$ cat src/rtl/demux_4_stream.sv
// 1-to-4 valid/ready stream demultiplexer with per-packet destination lock and a single-entry output buffer.
// Optional per-channel 16-bit output beat counters are enabled by defining DEMUX_4_BEAT_CNT_EN.
module demux_4_stream #(
  parameter int DATA_W = 1
) (
  input  logic              clk,
  input  logic              rst_n,
  input  logic [1:0]        sel,
  input  logic [DATA_W-1:0] in_data,
  input  logic              in_valid,
  input  logic              in_last,
  output logic              in_ready,
  output logic [DATA_W-1:0] out_data,
  output logic              out_last,
  output logic [3:0]        out_valid,
  input  logic [3:0]        out_ready
`ifdef DEMUX_4_BEAT_CNT_EN
  ,
  output logic [63:0]       beat_cnt
`endif
);

  typedef enum logic {IDLE, LOCKED} state_t;

  state_t            state;
  logic [1:0]        lock_sel;
  logic [1:0]        route;
  logic              accept;
  logic              drain;

  logic              vld_p0;
  logic [1:0]        dest_p0;
  logic [DATA_W-1:0] data_p0;
  logic              last_p0;

  // Only the destination channel's ready matters; a stalled channel blocks everything.
  assign drain     = vld_p0 & out_ready[dest_p0];
  assign in_ready  = ~vld_p0 | out_ready[dest_p0];
  assign accept    = in_valid & in_ready;
  assign route     = (state == LOCKED) ? lock_sel : sel;

  assign out_valid = vld_p0 ? (4'b0001 << dest_p0) : 4'b0000;
  assign out_data  = data_p0;
  assign out_last  = last_p0;

  // Stage p0: output buffer; simultaneous drain and accept keeps it full with new contents.
  always_ff @(posedge clk or negedge rst_n) begin
    if (!rst_n) begin
      vld_p0  <= 1'b0;
      dest_p0 <= 2'd0;
      data_p0 <= '0;
      last_p0 <= 1'b0;
    end else if (accept) begin
      vld_p0  <= 1'b1;
      dest_p0 <= route;
      data_p0 <= in_data;
      last_p0 <= in_last;
    end else if (drain) begin
      vld_p0  <= 1'b0;
    end
  end

  always_ff @(posedge clk or negedge rst_n) begin
    if (!rst_n) begin
      state    <= IDLE;
      lock_sel <= 2'd0;
    end else if (accept) begin
      case (state)
        IDLE: begin
          if (!in_last) begin
            lock_sel <= sel;
            state    <= LOCKED;
          end
        end
        LOCKED: begin
          if (in_last) state <= IDLE;
        end
        default: state <= IDLE;
      endcase
    end
  end

`ifdef DEMUX_4_BEAT_CNT_EN
  logic [3:0][15:0] cnt;

  // Counters wrap naturally at 16 bits.
  always_ff @(posedge clk or negedge rst_n) begin
    if (!rst_n) begin
      cnt <= '0;
    end else if (drain) begin
      cnt[dest_p0] <= cnt[dest_p0] + 16'd1;
    end
  end

  assign beat_cnt = cnt;
`endif

endmodule

$ cat config.mk
export PLATFORM = sky130hd
export DESIGN_NAME = demux_4_stream
export DESIGN_NICKNAME = d
export VERILOG_FILES = /design/src/rtl/demux_4_stream.sv
export SDC_FILE = /design/constraint.sdc
export NUM_CORES = 1
export LEC_CHECK = 0
export CORE_AREA = 4 4 41 43
export DETAILED_ROUTE_END_ITERATION = 16
export DIE_AREA = 0 0 45 47
export GPL_ROUTABILITY_DRIVEN = 0
export PLACE_DENSITY = 0.64
export SKIP_LAST_GASP = 1
export SYNTH_ARGS = -nofsm -noshare
export SYNTH_HDL_FRONTEND = slang
export SYNTH_SLANG_ARGS = --single-unit
$ cat constraint.sdc
create_clock -name clk -period 1.8 [get_ports clk]
set_input_delay 0.36 -clock clk [delete_from_list [all_inputs] [get_ports clk]]
set_output_delay 0.36 -clock clk [all_outputs]
set_load 0.03 [all_outputs]
==> results of run 1 <==
==> cells by family after synthesis <==
logic type	Yosys count	share of synthesized area [%]
compound gates	6	9.637
mux	8	22.29
simple gates	10	16.27
flops	8	48.19
buf+inv	2	3.613
==> registers in the layout, indices dropped and copies added (netlist names) <==
signal and count:
dest_p0 2, lock_sel 2, out_data 1, out_last 1, state 1, vld_p0 1
==> worst reg2reg max path: stages (launching register included) <==
cell and delay (ps):
dfrtp_2 450, mux2i_1 150, a221o_2 370, or3_4 350
mux2_4 310
==> synthesized netlist by cell type, drive strengths merged <==
library cell and instances:
a21oi 1, a221o 1, a22oi 1, a31oi 1, and2 2, and2b 2, and3 1, buf 1
dfrtp 8, inv 1, mux2 4, mux2i 4, nand2 3, nor2b 1, o21ai 2, or3 1
==> final cells by class <==
cell class / count / area [um2] / share of cell area (%)
timing repair buffer: 21 / 190.2 / 29.86
clock buffer: 3 / 22.52 / 3.536
inverter: 1 / 3.754 / 0.5894
tap: 15 / 18.77 / 2.947
sequential: 8 / 201.4 / 31.63
multi-input combinational: 24 / 200.2 / 31.43
==> metal layers <==
| metal | track usage [%] | part of all wire, % | vias to the layer above | wire length [um] |
|---|---|---|---|---|
| met5 | 0 | 0 | - | 0 |
| met4 | 3.509 | 1.0 | 0 | 9 |
| met3 | 6.897 | 15 | 2 | 127 |
| met2 | 15.25 | 42 | 16 | 365 |
| met1 | 10.77 | 42 | 144 | 361 |
| li1 | - | - | 169 | - |
==> worst max-delay path by stage <==
stage,start,to,cells after the start
floorplan,dest_p0[1]$_DFFE_PN0P_,lock_sel[0]$_DFFE_PN0P_,5
global placement,out_ready[3],lock_sel[1]$_DFFE_PN0P_,5
detailed placement,out_ready[3],lock_sel[1]$_DFFE_PN0P_,5
CTS,out_ready[2],lock_sel[1]$_DFFE_PN0P_,5
global route,out_ready[1],in_ready,4
finish,out_ready[3],lock_sel[1]$_DFFE_PN0P_,5
==> per-stage QoR <==
| step | setup slack [ps] | power [mW] |
|---|---|---|
| after CTS | 9.229 | 1.012 |
| after global placement | -282.2 | 0.8765 |
| after detailed placement | -290.3 | 0.8844 |
| final | 7.863 | 1.001 |
| after floorplan | 0.7634 | 0.6851 |
| after global routing | -13.24 | 1.076 |
==> power groups by stage <==
stage / Clock, mW / Sequential, mW / Combinational, mW
floorplan: 0 / 0.348 / 0.338
global placement: 0 / 0.328 / 0.549
detailed placement: 0 / 0.331 / 0.554
CTS: 0.139 / 0.327 / 0.546
global route: 0.156 / 0.346 / 0.575
finish: 0.136 / 0.327 / 0.539
==> what timing repair did <==
item,in CTS,in global routing
gates resized for setup,2,1
hold endpoints to repair,0,0
pin swaps,1,0
gates cloned,0,0
endpoints found under the setup margin,4,3
==> results.yml, run 1 <==
outcome:
  status: "finished, final reports clean"
sta:
  hold_violations: 0
  tns_ps: 0
  fin_crit_sh_pct: 99.56
  setup_viol: 0
  max_freq_ghz: 0.5580
  slew_viol_final: 0
  rsz0062_at_grt: "true"
  finalClockSkew_ps: 3.566
  post-route-min-period_ps: 1792
  worstMarginPinSlew_ps: 375.7
  slew_headroom_pct: 74.88
  holdWs_ps: 388.6
worst_setup_path:
  critPathLaunchType: "input port"
  timing.rr.end: "lock_sel[1]$_DFFE_PN0P_"
  worstRegToRegCells: 4
  worstPathMaxFanout: 2
  max_stage_delay_ps: 450
  cp.arrival_ps: 1930
  crit_type: "input port to flop"
  crit_path_top_delay_cell: "clkdlybuf4s50_1"
  cp_top_family: "buffers and inverters"
  required_ps: 1930
  path_cells: "clkdlybuf4s50_1 > mux2i_1 > a221o_2 > or3_4 > mux2_4"
  critPathBufInv: 1
  reg2reg_slack_ps: 50
  r2r-start: "dest_p0[1]$_DFFE_PN0P_"
  endpoint_kind: "flop"
cells_and_area:
  stdcell_count: 72
  mostFrequentLayoutCell: "clkdlybuf4s50_1"
  mostFrequentLayoutCells: "12 x clkdlybuf4s50_1, 7 x dfrtp_1, 7 x buf_4"
  fin_area_um2: 636.9
  num_antenna_cells: 0
  final_core_util_pct: 48.94
  drive_gt1_share_pct: 36.84
  syn2layout_area_growth_pct: 53.31
  n_fill_cell: 129
  nets: 70
global_routing:
  antenna_found_initial: 0
  grt_pass1_vias: 331
  grtUsageTotal_pct: 9.896
  grt_start_max_net_pins: 9
  grt-ovfl-total: 0
  grt_pass1_wl_um: 1414
route:
  post_drt_wl_per_cell_um: 11.99
  drt-pass1-iter-count: 2
  drc_errors: 0
  num_vias: 331
  final_antenna_net_count: 0
  drt_iter0_markers: 2
  detail_route.wirelength_um: 863
  via_per_inst: 4.597
logic_synthesis:
  ys_seq_area_share_pct: 48.19
  synth_fp_nets: 45
  synth.distinct_cells: 19
  synth-seq-cells: 8
  syn-instance-count: 34
  yosysWarnings: 0
  synth_top_area_share_pct: 48.19
  synth_area_leaders: "dfrtp_1 48%, mux2i_1 9.6%, mux2_4 7.2%"
  synth_top_area_cell: "dfrtp_1"
  avgSynthCellArea_um2: 12.22
  synth.cell_area_um2: 415.4
run:
  cap_violations: 0
floorplan:
  die-area_um2: 2115
  die_height_um: 47
  num_rows: 13
  start_util_pct: 31.92
  io_pins: 18
  die_x_um: 45
  placeableCoreArea_um2: 1301
clock_tree:
  clockRootBuffer: "clkbuf_4"
  cts_buffer_depth: 2
  cts_hold_buf: 0
  cts_sinks: 8
  insertion_delay_ps: 250
  tritoncts: "yes"
  clkTransAtPathRegs_ps: 50
  cts_buffers: 3
  htreeDepth: 1
  post-cts-setup-buffer-count: 0
power:
  internal-power_mw: 0.6101
  p_per_area_nw_per_um2: 1572
  power_frac_seq_pct: 32.7
  combinationalPowerShare_pct: 53.8
  swShare_pct: 39.08
  leakage_nw: 0.3018
  p_sw_mw: 0.3913
  pwr-share-clk_pct: 13.5
  irDropWorstVdd_mv: 0.8525
place:
  io_buffers: 17
  dpl_cell_area_um2: 615.6
  dp.cells: 69
hold_path:
  hold_class: "input port to async pin"
Note: power is estimated with default switching activity, not from simulation.
==> inputs of run 2 (changes only) <==
Settings changed: PLACE_DENSITY 0.64 to 0.6.
Clock period 1.8 ns to 2.2 ns, I/O delays scaled along.
==> run 2 against run 1 <==
  * Sequential power shrank 18%
  * Register-to-register slack gained 360 ps
  * Final area shrank 0.59%
  * Global-route usage grew 0.072 points
  * Die area is the same
  * Critical path depth shrank 3
  * Highest routed layer is now met3
  * Via count grew 2.7%
  * Critical endpoint is now out_valid[1]
  * Clock-buffer cell count is the same
  * Power shrank 18%
  * First-iteration DRC count grew to 5.0 times the previous value
==> results.yml, run 2 (synthesized netlist as in run 1, its figures left out) <==
global_routing:
  antenna_found_initial: 0
  grt_busiest_layer: "met2"
  grt_pass1_wl_um: 1504
  grt-ovfl-total: 0
  grtUsageTotal_pct: 9.968
  grt_util_met3_pct: 2.682
  grt_pass1_vias: 364
  grt_start_max_net_pins: 9
  gr-usage-met1_pct: 12.15
  grt_use_met2_pct: 15.25
outcome:
  status: "finished, final reports clean"
route:
  drt-pass1-iter-count: 4
  final_antenna_net_count: 0
  drt_iter0_markers: 10
  num_vias: 340
  via_per_inst: 4.857
  detail_route.wirelength_um: 862
  drc_errors: 0
  post_drt_wl_per_cell_um: 12.31
floorplan:
  die-area_um2: 2115
  die_x_um: 45
  die_height_um: 47
  placeableCoreArea_um2: 1301
  start_util_pct: 31.92
  num_rows: 13
  io_pins: 18
worst_setup_path:
  cp.arrival_ps: 1580
  r2r-start: "dest_p0[1]$_DFFE_PN0P_"
  reg2reg_slack_ps: 410
  worstPathMaxFanout: 7
  required_ps: 1760
  crit_start: "dest_p0[1]$_DFFE_PN0P_"
  worstRegToRegCells: 4
  critPathLaunchType: "flop"
  endpoint_kind: "output port"
  crit_end: "out_valid[1]"
  crit_type: "flop to output port"
  timing.rr.end: "lock_sel[1]$_DFFE_PN0P_"
sta:
  slew_headroom_pct: 76.22
  setup_viol: 0
  holdWs_ps: 473.3
  post-route-min-period_ps: 2020
  max_freq_ghz: 0.4951
  worstMarginPinSlew_ps: 355.6
  finalClockSkew_ps: 0.3586
  fin_crit_sh_pct: 91.82
  hold_violations: 0
  setup_ws_ps: 180.0
  rsz0062_at_grt: "false"
  slew_viol_final: 0
  tns_ps: 0
clock_tree:
  clkTransAtPathRegs_ps: 50
  cts_sinks: 8
  cts_buffer_depth: 2
  cts_hold_buf: 0
  clockRootBuffer: "clkbuf_4"
  cts_resized: 0
  htreeDepth: 1
  tritoncts: "yes"
  cts_buffers: 3
  insertion_delay_ps: 240
  post-cts-setup-buffer-count: 0
cells_and_area:
  nets: 68
  drive_gt1_share_pct: 29.09
  num_antenna_cells: 0
  stdcell_count: 70
  mostFrequentLayoutCell: "clkdlybuf4s50_1"
  mostFrequentLayoutCells: "14 x clkdlybuf4s50_1, 8 x dfrtp_1, 4 x mux2i_1"
  fin_area_um2: 633.1
  syn2layout_area_growth_pct: 52.41
  top_regs: "dest_p0: 2 flops, lock_sel: 2 flops"
power:
  leakage_nw: 0.3108
  irDropWorstVdd_mv: 0.5466
  p_per_area_nw_per_um2: 1295
place:
  dp_slack_ps: 23.63
  dp.cells: 67
  io_buffers: 17
  dpl_cell_area_um2: 605.6
  place_hpwl_um: 724
hold_path:
  hold_class: "input port to async pin"
run:
  cap_violations: 0
run 2: cell type report:
class | count | area, um2
Inverter | 1 | 3.754
Clock buffer | 3 | 22.52
Timing Repair Buffer | 19 | 187.7
Fill cell | 128 | 668.1
Sequential cell | 8 | 200.2
Multi-Input combinational cell | 24 | 200.2
Tap cell | 15 | 18.77
run 2: metrics by stage:
step	util [%]	power (mW)
after floorplan	-	0.5605
after global placement	46.54	0.7151
after detailed placement	46.54	0.7240
after CTS	48.27	0.8346
after global routing	48.65	0.8790
final	48.65	0.8198
run 2: critical path, cell delays in order, from the launching register on:
cell	delay, ps
dfrtp_1	440
and2b_2	240
clkdlybuf4s50_1	660
run 2: per-layer routing:
metal / part of all wire [%] / vias to the layer above
met3: 9.4 / 0
met5: 0 / -
met4: 0 / 0
met2: 46 / 18
li1: - / 167
met1: 45 / 155
run 2: where the power goes:
part           switching [mW]  internal [mW]
Sequential             0.0546          0.214
Combinational           0.217          0.231
Clock                  0.0421         0.0619
Total                   0.314          0.506
run 2: worst min path at each step:
stage | cells after the start | endpoint | start
6_report | 1 | out_last$_DFFE_PN0P_ | rst_n
3_3_place_gp | 1 | out_data$_DFFE_PN0P_ | out_data$_DFFE_PN0P_
4_1_cts | 1 | vld_p0$_DFFE_PN0P_ | rst_n
2_1_floorplan | 0 | dest_p0[0]$_DFFE_PN0P_ | rst_n
5_1_grt | 1 | out_data$_DFFE_PN0P_ | rst_n
3_5_place_dp | 1 | out_data$_DFFE_PN0P_ | out_data$_DFFE_PN0P_
==> inputs of run 3 (changes only) <==
Settings changed: GPL_ROUTABILITY_DRIVEN 0 to not set, GPL_TIMING_DRIVEN set to 0, PLACE_DENSITY 0.6 to not set, PLACE_DENSITY_LB_ADDON set to 0.1.
==> run 3 against run 2 <==
  * Global-route usage is 0.80 points lower
  * Clock skew is 1.5 ps higher
  * Setup slack worse by 60 ps
  * Wire length is 1.9% lower
  * Sequential power is 4% lower
  * Critical path type unchanged
==> results.yml, run 3 (synthesized netlist as in run 1, its figures left out) <==
cells_and_area:
  n_fill_cell: 129
  syn2layout_area_growth_pct: 50.90
  mostFrequentLayoutCells: "15 x clkdlybuf4s50_1, 8 x dfrtp_1, 4 x mux2i_1"
  drive_gt1_share_pct: 29.63
  top_regs: "dest_p0: 2 flops, lock_sel: 2 flops"
  num_antenna_cells: 0
  mostFrequentLayoutCell: "clkdlybuf4s50_1"
  nets: 67
route:
  drt-pass1-iter-count: 2
  via_per_inst: 4.696
  drt_iter0_markers: 2
  detail_route.wirelength_um: 846
  final_antenna_net_count: 0
  post_drt_wl_per_cell_um: 12.26
  num_vias: 324
  drc_errors: 0
outcome:
  status: "finished, final reports clean"
clock_tree:
  cts_buffer_depth: 2
  post-cts-setup-buffer-count: 0
  clockRootBuffer: "clkbuf_4"
  cts_sinks: 8
  cts_buffers: 3
  cts_hold_buf: 0
  tritoncts: "yes"
  clkTransAtPathRegs_ps: 50
  insertion_delay_ps: 240
  htreeDepth: 1
global_routing:
  grt-ovfl-total: 0
  grtUsageTotal_pct: 9.171
  antenna_found_initial: 0
  grt_pass1_vias: 325
  grt_pass1_wl_um: 1421
  grt_start_max_net_pins: 9
sta:
  max_freq_ghz: 0.4809
  hold_violations: 0
  setup_ws_ps: 120.4
  post-route-min-period_ps: 2080
  finalClockSkew_ps: 1.893
  slew_viol_final: 0
  worstMarginPinSlew_ps: 369.2
  tns_ps: 0
  setup_viol: 0
  fin_crit_sh_pct: 94.53
  slew_headroom_pct: 75.39
  rsz0062_at_grt: "true"
floorplan:
  die_height_um: 47
  die_x_um: 45
  start_util_pct: 31.92
  num_rows: 13
  io_pins: 18
  die-area_um2: 2115
  placeableCoreArea_um2: 1301
worst_setup_path:
  critPathLaunchType: "flop"
  required_ps: 1760
  endpoint_kind: "output port"
  worstPathMaxFanout: 4
  crit_type: "flop to output port"
  cp.arrival_ps: 1640
run:
  cap_violations: 0
place:
  io_buffers: 17
  dp_slack_ps: -310.8
  place_hpwl_um: 711.2
  gp_congestion: 0.7239
power:
  irDropWorstVdd_mv: 0.6222
  leakage_nw: 0.2925
  p_per_area_nw_per_um2: 1298
hold_path:
  hold_class: "input port to async pin"
-- run 3: area by class of cell --
type / instances / area [um2] / share of cell area (%)
Buffer: 1 / 11.26 / 1.796
Inverter: 1 / 3.754 / 0.5988
Timing Repair Buffer: 17 / 167.7 / 26.75
Clock buffer: 3 / 22.52 / 3.593
Sequential cell: 8 / 200.2 / 31.94
Tap cell: 15 / 18.77 / 2.994
Multi-Input combinational cell: 24 / 202.7 / 32.34
-- run 3: final timing paths --
path	endpoint	slack, ps	cells past startpoint	from
hold reg to reg	out_last$_DFFE_PN0P_	500	1	out_last$_DFFE_PN0P_
setup reg to reg	lock_sel[0]$_DFFE_PN0P_	320	5	dest_p0[1]$_DFFE_PN0P_
max in group asynchronous	state$_DFFE_PN0P_	1460	1	rst_n
hold / removal	vld_p0$_DFFE_PN0P_	470	1	rst_n
min in group clk	out_last$_DFFE_PN0P_	500	1	out_last$_DFFE_PN0P_
setup / recovery	out_valid[2]	120	3	dest_p0[0]$_DFFE_PN0P_
-- run 3: where the power goes --
group          internal, mW  switching (mW)  leakage, nW
Combinational         0.226           0.225        0.184
Clock                0.0619          0.0425       0.0138
Sequential            0.213          0.0445       0.0943
Total                 0.502           0.312        0.292
-- run 3: critical path, cell delays in order (launching register included) --
cell	delay (ps)
dfrtp_1	400
nor2b_2	180
and2_2	160
clkdlybuf4s50_1	660
-- run 3: per-layer routing --
| metal | wire [um] | GRT usage, % | vias up |
|---|---|---|---|
| li1 | - | - | 164 |
| met1 | 355 | 10.75 | 146 |
| met2 | 412 | 15.82 | 14 |
| met3 | 78 | 2.682 | 0 |
| met4 | 0 | 3.509 | 0 |
| met5 | 0 | 0 | - |
-- run 3: metrics by stage --
step | area (um2) | utilization, % | std cells | power [mW] | hold WS [ps]
floorplan | 415.4 | - | 34 | 0.5605 | 144.4
global placement | 604.3 | 46.44 | 66 | 0.7112 | 491.1
detailed placement | 604.3 | 46.44 | 66 | 0.7253 | 493.8
CTS | 626.9 | 48.17 | 69 | 0.8306 | 476.9
global route | 626.9 | 48.17 | 69 | 0.8773 | 481.0
finish | 626.9 | 48.17 | 69 | 0.8140 | 474.0
-- run 3: timing repair --
item,CTS,global route
endpoints found under the hold margin,0,0
setup endpoints to repair,1,3
resized for setup,2,3
